## config.mk

```make
export PLATFORM = sky130hd
export DESIGN_NAME = decode_result_arbiter
export DESIGN_NICKNAME = d
export VERILOG_FILES = /design/src/rtl/decode_result_arbiter.sv
export SDC_FILE = /design/constraint.sdc
export NUM_CORES = 2
export LEC_CHECK = 0
export BUFFER_PORTS_ARGS = -buffer_cell sky130_fd_sc_hd__buf_2
export CORE_AREA = 2 2 380 382
export CTS_CLUSTER_DIAMETER = 80
export DETAILED_ROUTE_END_ITERATION = 7
export DIE_AREA = 0 0 382 384
export PLACE_DENSITY_LB_ADDON = 0.3
export SYNTH_ARGS = -nofsm -noshare
export SYNTH_HDL_FRONTEND = slang
export SYNTH_SLANG_ARGS = --single-unit
```

## constraint.sdc

```tcl
create_clock -name clock_i -period 15.5 [get_ports clock_i]
set_input_delay 0.775 -clock clock_i [delete_from_list [all_inputs] [get_ports clock_i]]
set_output_delay 0.775 -clock clock_i [all_outputs]
set_load 0.1 [all_outputs]
```

## src/rtl/decode_result_arbiter.sv

```systemverilog
// Merges per-decoder result streams into one stream ordered by major ID, with a 2-entry FIFO per source.
// Define DECODE_ARB_BYPASS_EN to let an idle arbiter load straight from the inputs (1-cycle latency).

module decode_result_fifo #(
  parameter int width     = 192,
  parameter int fifoDepth = 2
) (
  input  logic             clock_i,
  input  logic             reset_i,
  input  logic             push_i,
  input  logic             pop_i,
  input  logic [width-1:0] data_i,
  output logic [width-1:0] head_o,
  output logic [1:0]       count_o
);
  logic [width-1:0] mem [2];
  logic             rdPtr, wrPtr;
  logic             pushOk;

  // A push into a full FIFO is dropped even when the same edge pops it.
  assign pushOk = push_i && (count_o != 2'(fifoDepth));
  assign head_o = mem[rdPtr];

  always_ff @(posedge clock_i) begin
    if (pushOk) mem[wrPtr] <= data_i;
  end

  always_ff @(posedge clock_i or negedge reset_i) begin
    if (!reset_i) begin
      rdPtr   <= 1'b0;
      wrPtr   <= 1'b0;
      count_o <= 2'd0;
    end else begin
      if (pushOk) wrPtr <= ~wrPtr;
      if (pop_i)  rdPtr <= ~rdPtr;
      count_o <= count_o + 2'(pushOk) - 2'(pop_i);
    end
  end
endmodule

module decode_result_arbiter #(
  parameter int numSources              = 4,
  parameter int payloadWidth            = 128,
  parameter int instructionCounterWidth = 64,
  parameter int fifoDepth               = 2
) (
  input  logic                                       clock_i,
  input  logic                                       reset_i,
  input  logic [numSources-1:0]                      enable_i,
  input  logic [numSources*payloadWidth-1:0]         payload_i,
  input  logic [numSources*instructionCounterWidth-1:0] majId_i,
  input  logic                                       stall_i,
  output logic [numSources-1:0]                      stall_o,
  output logic                                       enable_o,
  output logic [payloadWidth-1:0]                    payload_o,
  output logic [instructionCounterWidth-1:0]         majId_o,
  output logic [$clog2(numSources)-1:0]              source_o,
  output logic                                       error_o
);
  localparam int srcW   = $clog2(numSources);
  localparam int idW    = instructionCounterWidth;
  localparam int entryW = payloadWidth + idW;

  logic [numSources-1:0][entryW-1:0] entryIn, head;
  logic [numSources-1:0][1:0]        count;
  logic [numSources-1:0]             nonEmpty, push, pop;

  logic              outFree;
  logic              selValid;
  logic [srcW-1:0]   selIdx;
  logic [idW-1:0]    selMaj;

  logic              bypass;
  logic [srcW-1:0]   bypIdx;
  logic [idW-1:0]    bypMaj;

  assign outFree = !enable_o || !stall_i;

  genvar g;
  generate
    for (g = 0; g < numSources; g++) begin : gSrc
      assign entryIn[g]  = {majId_i[g*idW +: idW], payload_i[g*payloadWidth +: payloadWidth]};
      assign nonEmpty[g] = (count[g] != 2'd0);
      assign stall_o[g]  = (count[g] == 2'(fifoDepth));

      decode_result_fifo #(.width(entryW), .fifoDepth(fifoDepth)) uFifo (
        .clock_i (clock_i),
        .reset_i (reset_i),
        .push_i  (push[g]),
        .pop_i   (pop[g]),
        .data_i  (entryIn[g]),
        .head_o  (head[g]),
        .count_o (count[g])
      );
    end
  endgenerate

  // Oldest head wins; strict less-than keeps ties on the lowest index.
  always_comb begin
    selValid = 1'b0;
    selIdx   = '0;
    selMaj   = '0;
    for (int k = 0; k < numSources; k++) begin
      if (nonEmpty[k] && (!selValid || head[k][entryW-1 -: idW] < selMaj)) begin
        selValid = 1'b1;
        selIdx   = srcW'(k);
        selMaj   = head[k][entryW-1 -: idW];
      end
    end
  end

`ifdef DECODE_ARB_BYPASS_EN
  logic bypValid;
  always_comb begin
    bypValid = 1'b0;
    bypIdx   = '0;
    bypMaj   = '0;
    for (int k = 0; k < numSources; k++) begin
      if (enable_i[k] && (!bypValid || majId_i[k*idW +: idW] < bypMaj)) begin
        bypValid = 1'b1;
        bypIdx   = srcW'(k);
        bypMaj   = majId_i[k*idW +: idW];
      end
    end
  end
  assign bypass = outFree && (nonEmpty == '0) && bypValid;
`else
  assign bypass = 1'b0;
  assign bypIdx = '0;
  assign bypMaj = '0;
`endif

  // The bypassed source skips its FIFO; everyone else still pushes.
  assign push = bypass ? (enable_i & ~({{(numSources-1){1'b0}}, 1'b1} << bypIdx)) : enable_i;
  assign pop  = (outFree && selValid && !bypass) ? ({{(numSources-1){1'b0}}, 1'b1} << selIdx) : '0;

  always_ff @(posedge clock_i or negedge reset_i) begin
    if (!reset_i) begin
      enable_o  <= 1'b0;
      payload_o <= '0;
      majId_o   <= '0;
      source_o  <= '0;
      error_o   <= 1'b0;
    end else begin
      if (|(enable_i & stall_o)) error_o <= 1'b1;
      if (outFree) begin
        if (bypass) begin
          enable_o  <= 1'b1;
          payload_o <= payload_i[bypIdx*payloadWidth +: payloadWidth];
          majId_o   <= bypMaj;
          source_o  <= bypIdx;
        end else if (selValid) begin
          enable_o  <= 1'b1;
          payload_o <= head[selIdx][payloadWidth-1:0];
          majId_o   <= selMaj;
          source_o  <= selIdx;
        end else begin
          enable_o  <= 1'b0;
        end
      end
    end
  end
endmodule

```

# Yosys cells after proc, flatten, opt, wreduce, memory -nomap -nowiden
# Memories as Yosys holds them, arrays and structs flattened.
# Index checks and enable logic that the tools add are counted.
# word_totals
register_bits	212
mem_bits_rw	1536
input_bits	775
out_inout_bits	200
elab_cells	97
mem_count	4
# memory_table
name	words	width	read_ports	rd_ports_with_merged_regs	write_ports	line	source
gSrc[0].uFifo.mem	2	192	1	0	1	16	logic [width-1:0] mem [2];
gSrc[1].uFifo.mem	2	192	1	0	1	16	
gSrc[2].uFifo.mem	2	192	1	0	1	16	
gSrc[3].uFifo.mem	2	192	1	0	1	16	
# op_classes
add_sub_neg	8
magnitude_cmp	4
n_eq_ne	8
n_shift	1
muxes	23
n_bitwise	9
n_reduce_logical	23
# op_table
operator	count
$bmux W192 S2	1
$mux W64	4
$lt A64 B64 Y1	3
$mux W128	1
$mux W1	14
$add A2 B1 Y2	4
$eq A2 B2 Y1 const B	4
$logic_and A1 B1 Y1	8
$ne A2 B2 Y1 const B	4
$not A1 Y1	8
$reduce_bool A2 Y1	4
$sub A2 B1 Y2	4
$logic_not A1 Y1	5
$and A4 B4 Y4	1
$logic_or A1 B1 Y1	4
$mux W2	2
$mux W4	1
$reduce_or A4 Y1	1
$shl A1 B2 Y4 const A	1
$lt A2 B3 Y1 const B	1
$reduce_and A2 Y1	1

# Depth between registers and ports, before layout
# logic_depth
depth_word	17
ltp_mapped	43
depth_no_buf	35

# Cells and area by module
# From an unflattened synthesis, not the netlist that was laid out.
# unflattened
cells_unflattened	4685
area_unflattened_um2	74224.9
# by_module_without_submodules
mod	instances	cells_per_inst	area_each_um2	seq_area_each_um2
decode_result_fifo	4	614	14063.5	11631.2
decode_result_arbiter	1	2229	17971.0	4904.7

# Least setup slack after synthesis
# No wires, ideal clock.
# synth_path
path_type	flip-flop to flip-flop
start	reg gSrc[1].uFifo.rdPtr
end	reg gSrc[0].uFifo.count_o[1]
setup_time_ns	0.080
t_arrival_ns	9.862
required_ns	15.420
path_slack_ns	5.558
path_stages_with_launch	44
n_path_buf	10
synth_period_minus_slack_ns	9.942
path_cell_list	dfrtp_1 -> clkbuf_1 -> clkbuf_1 -> clkbuf_1 -> mux2i_1 -> inv_1 -> ha_1 -> a21oi_1 -> o21ai_0 -> a221oi_1 -> o21ai_0 -> a221oi_1 -> o2bb2ai_1 -> buf_2 -> buf_1 -> mux2i_1 -> ha_1 -> nand2_1 -> (+8 left out) -> clkbuf_1 -> a21oi_1 -> ha_1 -> nand4_1 -> nor4_1 -> and3_1 -> o2bb2ai_1 -> nand2b_1 -> o221ai_1 -> clkbuf_1 -> nand2_1 -> clkbuf_1 -> nor4_2 -> ha_1 -> inv_1 -> ha_1 -> xnor2_1 -> xnor2_1
# synth_via
elab_chain_len	16
word_cells_on_any_way	24
classes_between	1 x add/sub; 3 x order compare; 1 x shift; 9 x mux; 9 x reduce/logical; 1 x memory
# synth_lines
item	line	source
start: declaration	17	logic rdPtr, wrPtr;
start signal: assignment	35	if (pop_i) rdPtr <= ~rdPtr;
$mem_v2 Z2 W192 (*)	n/a	
$lt A64 B64 Y1	104	if (nonEmpty[k] && (!selValid || head[k][entryW-1 -: idW] < selMaj)) begin
$logic_or A1 B1 Y1	104	
$logic_and A1 B1 Y1	104	
$mux W64 or $mux W1 (tied branches)	104	
$lt A64 B64 Y1 or $logic_not A1 Y1 (tied branches)	104	
$logic_or A1 B1 Y1	104	
$logic_and A1 B1 Y1	104	
$mux W64 or $mux W1 (tied branches)	104	
$lt A64 B64 Y1 or $logic_not A1 Y1 (tied branches)	104	
$logic_or A1 B1 Y1	104	
$logic_and A1 B1 Y1	104	
$mux W2 or $mux W1 (tied branches)	104	
$shl A1 B2 Y4 or $logic_and A1 B1 Y1 (tied branches)	135	assign pop = (outFree && selValid && !bypass) ? ({{(numSources-1){1'b0}}, 1'b1} << selIdx) : '0;
$mux W4 (*)	135	
net gSrc[0].uFifo.pop_i	11	input logic pop_i,
$sub A2 B1 Y2 (*)	36	count_o <= count_o + 2'(pushOk) - 2'(pop_i);
end signal: assignment	36	
end: declaration	14	output logic [1:0] count_o
# Mark *: on every way through the listed nets, which the timed path passes. The rest lies on a longest branch.
# A chain may end at the register's enable or synchronous reset.

# Worst setup path in the final report
# layout_path
start	reg gSrc[0].uFifo.rdPtr
end	reg payload_o[78]
# layout_via
elab_chain_len	16
word_cells_on_any_way	24
classes_between	3 x order compare; 11 x mux; 9 x reduce/logical; 1 x memory
# layout_lines
item	line	source
start: declaration	17	
start signal: assignment	35	
$mem_v2 Z2 W192 (*)	n/a	
$mux W64	104	
$lt A64 B64 Y1	104	
$logic_or A1 B1 Y1	104	
$logic_and A1 B1 Y1	104	
$mux W64 or $mux W1 (tied branches)	104	
$lt A64 B64 Y1 or $logic_not A1 Y1 (tied branches)	104	
$logic_or A1 B1 Y1	104	
$logic_and A1 B1 Y1	104	
$mux W64 or $mux W1 (tied branches)	104	
$lt A64 B64 Y1 or $logic_not A1 Y1 (tied branches)	104	
$logic_or A1 B1 Y1	104	
$logic_and A1 B1 Y1	104	
$mux W2	104	
$bmux W192 S2	154	payload_o <= head[selIdx][payloadWidth-1:0];
$mux W128 (implied by the code)	154	
end signal: assignment	149	payload_o <= payload_i[bypIdx*payloadWidth +: payloadWidth];
end signal: assignment	154	
end: declaration	55	output logic [payloadWidth-1:0] payload_o,
# Mark *: on every way between the ends. The rest lies on a longest branch, timed or not. The select of a mux whose other input is x is not followed.

==> results list <==
- The run finished with clean final reports.
- Leading cell types by count after synthesis: 1536 x sky130_fd_sc_hd__edfxtp_1, 449 x sky130_fd_sc_hd__mux2i_1, 391 x sky130_fd_sc_hd__nand2_1
- Measured against the total synthesized area, the mux share comes to between 10% and 20%.
- Row generation in the floorplan step produced 139 rows.
- Effective utilization at floorplan: 51.7%
- The worst path in the final design needs a cycle of about 14 ns, including I/O delays and setup.
* Layout Skew: 0.0574 ns
- Startpoint of the most critical setup path: gSrc[0].uFifo.rdPtr
- The most used flip-flop cell after synthesis is sky130_fd_sc_hd__edfxtp_1.
- Number of placed I/O pins: 975
- The synthesized netlist devotes about 6.6% of its cell area to compound gates.
- For this run, asynchronously set or reset flops after synthesis account for 12.1%.
- The worst register-to-register path has a setup slack of 1.89 ns.
- The number of setup buffers added after CTS is 0.
- Count of flip-flops with a built-in enable after synthesis: about 1500
- Post-synthesis share of cell area spent on xor and xnor gates: 0.190%
- R2R Path Start: gSrc[0].uFifo.rdPtr
- Leading area contributor after synthesis: sky130_fd_sc_hd__edfxtp_1
* Crit path largest cell delay: 0.85 ns
- Fraction of layout cells with a size suffix above 1: 28.5%
- The number of gates resized after CTS was 0.
- Clock-pin slew reported for the worst setup and hold paths after clock tree synthesis: around 0.070 ns
- After detailed routing, the total wire length is 233000 um.
- Share of Yosys cell area claimed by the top area cell type: 62.5%
- After floorplanning, the core was sized to cover between 0.1 and 0.15 mm^2.
- The tree built by TritonCTS fans out to 1748 sinks.
- Required @ worst endpoint: 16.15 ns
- The HPWL after detailed placement is 158000 um.
* Min-Delay Path Class: in -> reg
* Number of global-route vias before repair: 47200
- Placer Congestion: 0.910
* Final layout net count: a little under 7000
* Endpoint kind of the worst setup timing path: flop
* Number of buffers created by CTS: 178
* Number of nets with antenna violations after routing: 0
- Measured along the y axis, the die boundary spans 384 um.
* Largest family of logic cells by synthesized area: multiplexers
- Maximum number of pins on one net before global-route repair: 138
- The initial antenna violation count was roughly 160.
- Post-route core utilization: 60.7%
- The clock reaches the later pin of the worst-skew pair after 0.83 ns.
- Syn Std Cell Area: roughly 0.074 mm^2
- Type of element launching the critical path: flop
* Endpoints failing hold: 0
- After Yosys synthesis, full adders, half adders and majority gates account for 3.34% of the synthesized area.
- Setup-violating endpoint count in the final report: 0
- Die Footprint: 0.147 mm^2
- Signal arrival time at the worst endpoint: 14.25 ns
* Dominant cell type by count on the critical path: sky130_fd_sc_hd__ha_1
- Count of yosys warnings during synthesis: 0
- Summing over every cut layer, the via total after detailed routing is 49000.
- The tree is rooted in a sky130_fd_sc_hd__clkbuf_16.
* Final critical-path share of the clock period: 87.8%
- Final number of max-transition violations: 0
- Synthesis-stage register bit count: 1748
- Sum of negative setup slack: 0 ns
* Met3 demand-to-capacity share in global routing: 8.27%
- Detail-routed net length per standard cell: 29.1 um
- In the routed design, unresolved DRC markers number 0.
- In this run the most critical hold path is launched from payload_i[229].
- Based on the critical path, the design can be clocked at up to 73.5 MHz.
- Global routing used ~31% of the available tracks.
* Clock tree from TritonCTS: built
* Critical-path top delay cell: sky130_fd_sc_hd__o221ai_4
- Sequential-to-total area share from yosys stat: between 60% and 70%
- Number of instances in the synthesized netlist: 4962
* Nets in the synthesized netlist: 5934
- Main area contributors after synthesis: sky130_fd_sc_hd__edfxtp_1 63%, sky130_fd_sc_hd__dfrtp_1 7.2%, sky130_fd_sc_hd__mux2i_1 6.1%
- Setup repair after global routing missed its margin: no
* Worst-path maximum fanout: 118
* Layer with the highest usage: met2
- 1st-pass router iterations: 6
* Most common cell in the synthesized netlist: sky130_fd_sc_hd__edfxtp_1
- Maximum level of the CTS H-tree: 4
- After Yosys synthesis, and, or, nand and nor cells account for 5.99% of the synthesized area.
* Port bufs: 974
- Relative to the synthesized area, the layout overhead comes to 17.5%.
- Worst max-slew margin expressed relative to the limit: 10.9%
* Met2 usage: 49.0%
- At the pin with the least slew margin, the transition time is 1.34 ns.
* Distinct cell type count after synthesis: 65
* Average instance area after synthesis: about 15 um^2
* Type of the worst setup path: reg -> reg
- Maximum Capacitance Violations: 0
- First-pass GRT wire length: between 300000 and 400000 um
- From left edge to right edge, the die measures 382 um.
- The clock passes through at most 3 buffers.
- For met1 alone, demand over resource in global routing was 39.4%.
* Routed via count divided by cell count: ~6.1
* DR iter-0 viols: 5501
* Total overflow reported by the global router: 0
through the flow:
step | worst slack [ns] | hold slack (ns) | std cells | area, um^2
after floorplan | 5.56 | 0.459 | 4962 | 73800
after global placement | 2.10 | 0.481 | 7597 | 80500
after detailed placement | 1.96 | 0.475 | 7597 | 80500
after CTS | 1.91 | 0.0835 | 7929 | 86400
after global routing | 1.27 | 0.0970 | 7980 | 86500
final | 1.89 | 0.133 | 8026 | 86700
cell usage in the layout, fill, tap and decap left out, types with 97 or more instances in the layout:
cell type and n:
sky130_fd_sc_hd__mux2_2 384, sky130_fd_sc_hd__edfxtp_1 1536, sky130_fd_sc_hd__nor2_1 212, sky130_fd_sc_hd__o21ai_0 110, sky130_fd_sc_hd__mux2i_1 449, sky130_fd_sc_hd__nand2_1 389, sky130_fd_sc_hd__buf_2 973, sky130_fd_sc_hd__nor4_1 136
sky130_fd_sc_hd__o22ai_1 256, sky130_fd_sc_hd__a21oi_1 239, sky130_fd_sc_hd__diode_2 97, sky130_fd_sc_hd__dfrtp_1 208, sky130_fd_sc_hd__ha_1 197, sky130_fd_sc_hd__nor3_1 137, sky130_fd_sc_hd__clkbuf_16 181
cells by family after synthesis:
| family | count (synthesis) |
|---|---|
| buffers and inverters | 393 |
| AO/OA/AOI/OAI | 806 |
| XOR/XNOR | 16 |
| adder cells (fa/ha/maj) | 197 |
| flip-flops | 1748 |
| AND/OR/NAND/NOR | 969 |
| multiplexers | 833 |
layout make-up:
cell class	instances	area, um^2
diodes	97	243
repair buffers	1039	5540
fillers	10800	56100
clock inverters	96	1030
flip-flops and latches	1748	51400
multi-input cells	2821	20800
inverters	87	327
well taps	1903	2380
clock buffers	235	4870
flip-flops by register name, indices dropped and copies added (netlist names):
name,cells
enable_o,1
error_o,1
gSrc.uFifo.count_o,8
gSrc.uFifo.mem,1536
gSrc.uFifo.rdPtr,4
gSrc.uFifo.wrPtr,4
majId_o,64
payload_o,128
source_o,2
worst paths after layout:
check	to	cells past startpoint
worst max-delay path	payload_o[78]	32
worst min-delay path	gSrc[1].uFifo.mem[1][101]	1
worst min register to register	gSrc[0].uFifo.count_o[1]	1
worst max register to register	payload_o[78]	32
min in group asynchronous	majId_o[20]	2
max in group asynchronous	payload_o[83]	4
critical path, delay by kind of cell (launching register included):
family | cells | cell delay [ns]
flip-flops | 1 | 0.76
multiplexers | 2 | 0.84
adder cells (fa/ha/maj) | 3 | 0.95
AND/OR/NAND/NOR | 12 | 3.68
buffers and inverters | 3 | 1.52
AO/OA/AOI/OAI | 12 | 5.37
repair_timing:
| item | in CTS | in global routing |
|---|---|---|
| hold buffers | 1 | 0 |
| setup endpoints to repair | 0 | 0 |
| hold endpoints to repair | 57 | 0 |
metal layers:
metal | part of all wire, % | vias up | wire length [um]
met2 | 47 | 2663 | 109000
met1 | 37 | 24400 | 86500
met3 | 10 | 649 | 23700
li1 | - | 21200 | -
met5 | 0.24 | - | 561
met4 | 5.9 | 88 | 13800
Power is left out: the tool's default activity adds up to more than one toggle a clock period on the data nets, which glitch-free logic cannot reach.
